`src/rtl/au_normalize_pipe.sv`:
```
// Two-stage normalizer: S1 captures the word and its one-hot leading-'1' vector,
// S2 encodes the leading-zero count and left-shifts the word so its MSB is '1'.
module au_normalize_pipe #(
    parameter int WIDTH = 16,
    localparam int CNT_W = $clog2(WIDTH + 1)
) (
    input  logic             clk,
    input  logic             rst,
    input  logic             in_valid,
    output logic             in_ready,
    input  logic [WIDTH-1:0] a,
    output logic             out_valid,
    input  logic             out_ready,
    output logic [WIDTH-1:0] y,
    output logic [CNT_W-1:0] cnt,
    output logic             zero
);

    generate
        if (WIDTH < 2) begin : g_width_check
            $fatal(1, "au_normalize_pipe: WIDTH must be >= 2");
        end
    endgenerate

    logic             r_s1_valid;
    logic [WIDTH-1:0] r_s1_data;
    logic [WIDTH-1:0] r_s1_onehot;
    logic             r_s1_zero;

    logic             r_s2_valid;
    logic [WIDTH-1:0] r_y;
    logic [CNT_W-1:0] r_cnt;
    logic             r_zero;

    logic             w_s2_adv;
    logic             w_in_acc;
    logic [WIDTH-1:0] w_onehot;
    logic [CNT_W-1:0] w_enc;
    logic [CNT_W-1:0] w_cnt;
    logic [WIDTH-1:0] w_shift;
    logic [WIDTH-1:0] w_y;

    // Handshake: a word moves on any cycle with valid & ready. S2 refills whenever
    // it is empty or draining; S1 accepts whenever it is empty or advancing.
    assign w_s2_adv  = r_s1_valid & (~r_s2_valid | out_ready);
    assign in_ready  = ~r_s1_valid | w_s2_adv;
    assign w_in_acc  = in_valid & in_ready;
    assign out_valid = r_s2_valid;
    assign y         = r_y;
    assign cnt       = r_cnt;
    assign zero      = r_zero;

    // Bit i survives only if every bit above it is clear.
    genvar gi;
    generate
        for (gi = 0; gi < WIDTH; gi++) begin : g_onehot
            assign w_onehot[gi] = a[gi] & ~|(a >> (gi + 1));
        end
    endgenerate

    always_ff @(posedge clk) begin
        if (rst) begin
            r_s1_valid  <= 1'b0;
            r_s1_data   <= '0;
            r_s1_onehot <= '0;
            r_s1_zero   <= 1'b0;
        end else if (w_in_acc) begin
            r_s1_valid  <= 1'b1;
            r_s1_data   <= a;
            r_s1_onehot <= w_onehot;
            r_s1_zero   <= ~|a;
        end else if (w_s2_adv) begin
            r_s1_valid  <= 1'b0;
        end
    end

    always_comb begin
        w_enc = '0;
        for (int i = 0; i < WIDTH; i++) begin
            if (r_s1_onehot[i]) begin
                w_enc = w_enc | CNT_W'(WIDTH - 1 - i);
            end
        end
    end

    assign w_cnt = r_s1_zero ? CNT_W'(WIDTH) : w_enc;

    // Logarithmic barrel shifter: stage k shifts by 2**k when count bit k is set.
    always_comb begin
        w_shift = r_s1_data;
        for (int k = 0; k < CNT_W; k++) begin
            if (w_cnt[k]) begin
                w_shift = w_shift << (1 << k);
            end
        end
    end

    assign w_y = r_s1_zero ? '0 : w_shift;

    always_ff @(posedge clk) begin
        if (rst) begin
            r_s2_valid <= 1'b0;
            r_y        <= '0;
            r_cnt      <= '0;
            r_zero     <= 1'b0;
        end else if (w_s2_adv) begin
            r_s2_valid <= 1'b1;
            r_y        <= w_y;
            r_cnt      <= w_cnt;
            r_zero     <= r_s1_zero;
        end else if (out_ready) begin
            r_s2_valid <= 1'b0;
        end
    end

endmodule

```
`config.mk`:
```
export PLATFORM = sky130hd
export DESIGN_NAME = au_normalize_pipe
export DESIGN_NICKNAME = d
export VERILOG_FILES = /design/src/rtl/au_normalize_pipe.sv
export SDC_FILE = /design/constraint.sdc
export NUM_CORES = 1
export LEC_CHECK = 0
export BUFFER_PORTS_ARGS = -buffer_cell sky130_fd_sc_hd__buf_2
export CORE_ASPECT_RATIO = 1.5
export CORE_MARGIN = 2
export CORE_UTILIZATION = 56
export CTS_CLUSTER_DIAMETER = 40
export DETAILED_ROUTE_END_ITERATION = 12
export MAX_ROUTING_LAYER = met4
export PLACE_DENSITY = 0.79
export SYNTH_ARGS = -nofsm -noshare
export SYNTH_HDL_FRONTEND = slang
export SYNTH_SLANG_ARGS = --single-unit
```
`constraint.sdc`:
```
create_clock -name clk -period 2.8 [get_ports clk]
set_input_delay 0.28 -clock clk [delete_from_list [all_inputs] [get_ports clk]]
set_output_delay 0.28 -clock clk [all_outputs]
set_load 0.1 [all_outputs]
```
==> results.txt <==
The flow ran to the end, and the final reports show no timing, DRC or antenna violations. The met3 wire length was 324 µm. Core outline area: 0.00485 mm².

The share of final-layout standard cells stronger than drive strength 1 came out at 0.188. CTS saw 55 sinks. The per-instance average area after synthesis was 7.96 µm².

The longest clock path from root to sink contains 2 buffers. Across the run, the number of max-cap violations was 0. The number of antenna cells inserted came out at 0.

The filler cells instantiated in the layout total 412. Part of the power in registers: 0.529. TritonCTS built the clock tree. The Yosys warning count was 0; the highest fanout seen on the critical path was 11. For the top-level port count, the log shows 44. The share of total power consumed by net switching is 0.306. The final estimated routing congestion in global placement is 1.01, and the longest individual stage delay on the worst path is 0.41 ns. The peak ir drop on the vdd network was 0.000330 V; the worst setup margin was 0.410 ns.

The endpoint kind of the worst setup timing path is a flip-flop. Post-route clock period utilization: 0.854. For this block, wires on met1 add up to 2940 µm. In this run the power density over the cells is 490 mW/mm². The run gives 2809 as the via total after detailed routing.

Setup violations remaining at the end of the flow were counted as 0. The run gives 418 MHz as the maximum clock frequency. For this design the static power due to leakage is 1.33 nW. Highest metal layer used by the detailed router: met4. The fraction of power consumed by the clock network is 0.297. The critical path data arrival time came out at 2.59 ns. The critical path class was reg -> reg. The fraction of synthesis flops using an asynchronous set or reset pin was 0.

The detailed router finished its first iteration with 143 violations. In this run the vertical extent of the chip is 91.3 µm. The analysis attributes to net switching a power of 0.479 mW. In this run the cell area of the synthesized design comes to 0.00284 mm².

The horizontal die dimension was 62.2 µm. The largest area contributor in the netlist is dfxtp_1. The startpoint identified for the worst register-to-register timing path is r_s1_onehot[8]. Root cell of the clock tree: clkbuf_8. The vias per cell was 6.12. The initial antenna violation count is 0, and the number of nets produced by synthesis is 377. The count of flip-flops with a built-in enable after synthesis works out to 0. Prior to clock tree synthesis, the placed netlist has a worst setup slack of 0.512 ns.

The logs give 0.00680 ns for the final worst clock skew and 0 for the remaining design rule violation count. Adding up every negative setup slack in the final design gives 0 ns. The required time reported for the critical path endpoint came out at 3.00 ns. In this run the tool buffered the top-level ports with 43 buffer cells. For the end-of-flow core utilization, the log shows 0.660. The critical path goes through nor4_4, a21o_1, buf_4, nand2_1, a22oi_1, a222oi_1, a2111oi_2. The type of the most critical hold path was in -> reg. The tightest slew margin relative to the limit is 0.416. The HPWL after detailed placement is 5630 µm. Post-CTS timing repair inserted 0 buffers for setup.

The average wire per cell in the routed design works out to 16.5 µm. The tools report the initial core utilization as 0.586. The met2 routed wirelength is 4020 µm, and the portion of the post-synthesis area used by sequential elements is 0.387. The first detailed-routing pass ran for 7 iterations.

Setup repair after global routing left no endpoint under its margin. The floorplan step defined a die boundary enclosing 0.00567 mm². The post-cts hold buffer count came out at 0. The post-detailed-routing wire length was 7590 µm. The share of the synthesized area in the top cell type is 0.387. Among all flip-flop cells after synthesis, the most frequent one is dfxtp_1. The tools report the start point of the worst min-delay path as in_valid. Counting distinct cell types in the post-synthesis netlist gives 48.

The slowest stage of the critical path belongs to the cell nor4_4. Number of pins exceeding their max-slew limit in the final report: 0. The worst path in the final design needs a cycle of 2.39 ns, including I/O delays and setup. The run gives 0.31 ns as the clock insertion delay at the later pin of the skew report. The number of global-route vias before repair was 2657.

For the pin with the worst max-slew slack, the measured transition is 0.875 ns. Once the clock tree was built, the resizer swapped 0 gates to a different size. The number of cells produced by synthesis is 357. Tracing the worst setup path back leads to its startpoint at r_s1_onehot[8].

The floorplan has 31 rows. Global-route total usage across every layer: 0.281. TritonCTS created 5 clock buffers.

Entering global routing, the biggest net connects 53 pins. Once layout is done, the placed cells without fillers occupy 0.00320 mm². Hold is met by 0.222 ns. In this run the number of H-tree levels came out at 2.

For this run, the post-layout net count is 412. In this run the cell area measured after placement is 0.00310 mm². The area growth from synthesis to layout is 12.5%. Ranked by total cell area, the synthesized netlist is headed by dfxtp_1 39%, nand2_1 9.8%, mux2i_1 8.5%, a21oi_1 8.1%, a22oi_1 4.0%. The run gives 0.174 as the portion of total power attributed to combinational logic.

The first global-routing pass estimated 12500 µm of wire. The post-CTS clock slew at the launch and capture registers of the worst setup and hold paths is 0.10 ns. For the number of hold-slack violations in the final timing report, the log shows 0. The sum of overflow across all layers after global routing was 0; the flip-flop and latch count after synthesis was 55.

Once detail routing completed, the nets flagged for antenna violations numbered 0. Cell internal power was estimated by the tool at 1.09 mW. STA classifies the critical path startpoint as a flip-flop.
flip-flops by register name (all words and copies together), names as in the netlist:
name         flops
cnt              5
r_s1_data       16
r_s1_valid       1
r_s1_onehot     15
r_s1_zero        1
y               16
out_valid        1
worst paths after layout:
| path | to | slack [ns] | cells past startpoint |
|---|---|---|---|
| max | y[12] | 0.41 | 7 |
| min | r_s1_valid | 0.22 | 3 |
| max reg2reg | y[12] | 0.41 | 7 |
| min reg2reg | y[14] | 0.45 | 2 |
through the flow:
| stage | power [mW] | cells |
|---|---|---|
| global placement | 1.11 | 451 |
| global route | 1.62 | 459 |
| detailed placement | 1.12 | 451 |
| CTS | 1.57 | 459 |
| floorplan | 1.05 | 357 |
| finish | 1.57 | 459 |
power groups by stage:
stage                     registers [mW]  clock network [mW]  logic, mW
after CTS                          0.827               0.471      0.270
after detailed placement           0.846                   0      0.269
after floorplan                    0.902                   0      0.143
after global placement             0.845                   0      0.267
after global routing               0.831               0.498      0.294
final                              0.828               0.465      0.273
Yosys cell counts, types with 3 or more instances:
library cell,n
dfxtp_1,55
nor2_1,25
clkbuf_1,18
nand2_1,74
or3_1,4
mux2i_1,24
a211oi_1,4
o21ai_0,7
nand3_1,5
and2_1,3
a22oi_1,15
a21o_1,3
a221oi_1,6
nor3_1,10
inv_1,7
nor4_1,6
a21oi_1,46
nor4_2,5
worst max-delay path, delay by kind of cell, from the launching register on:
family | cells | cell delay [ns]
AO/OA/AOI/OAI | 4 | 1.17
buffers and inverters | 1 | 0.26
AND/OR/NAND/NOR | 2 | 0.50
flip-flops | 1 | 0.37
kinds of logic (layout without fill, tap and decap cells):
group / count (synthesis) / after routing / synth area share
simple gates: 146 / 146 / 0.249
buf+inv: 33 / 69 / 0.0524
compound gates: 99 / 99 / 0.227
flops: 55 / 55 / 0.387
mux: 24 / 24 / 0.0845
layout make-up:
| cell class | instances | area [µm²] | share of cell area |
|---|---|---|---|
| multi-input combinational | 269 | 1590 | 0.498 |
| sequential | 55 | 1100 | 0.345 |
| timing repair buffer | 54 | 298 | 0.0931 |
| clock buffer | 6 | 82.6 | 0.0258 |
| tap | 66 | 82.6 | 0.0258 |
| inverter | 7 | 26.3 | 0.00822 |
| clock inverter | 2 | 13.8 | 0.00430 |
layout by cell type, fill, tap and decap left out, drive strengths merged, types with 3 or more instances in the layout:
cell / count
nor2: 25
nor3: 11
nand3: 5
a22oi: 15
buf: 54
and2: 4
inv: 8
dfxtp: 55
nand2: 74
a211oi: 5
clkbuf: 6
or3: 4
a21oi: 47
nor4: 12
mux2i: 24
o21ai: 9
a21o: 3
a221oi: 6
per-layer routing:
layer,GRT usage,vias to the layer above
li1,-,1363
met1,0.304,1317
met2,0.501,107
met3,0.0322,22
met4,0.148,0
met5,-,-
Note: power is estimated with default switching activity, not from simulation.
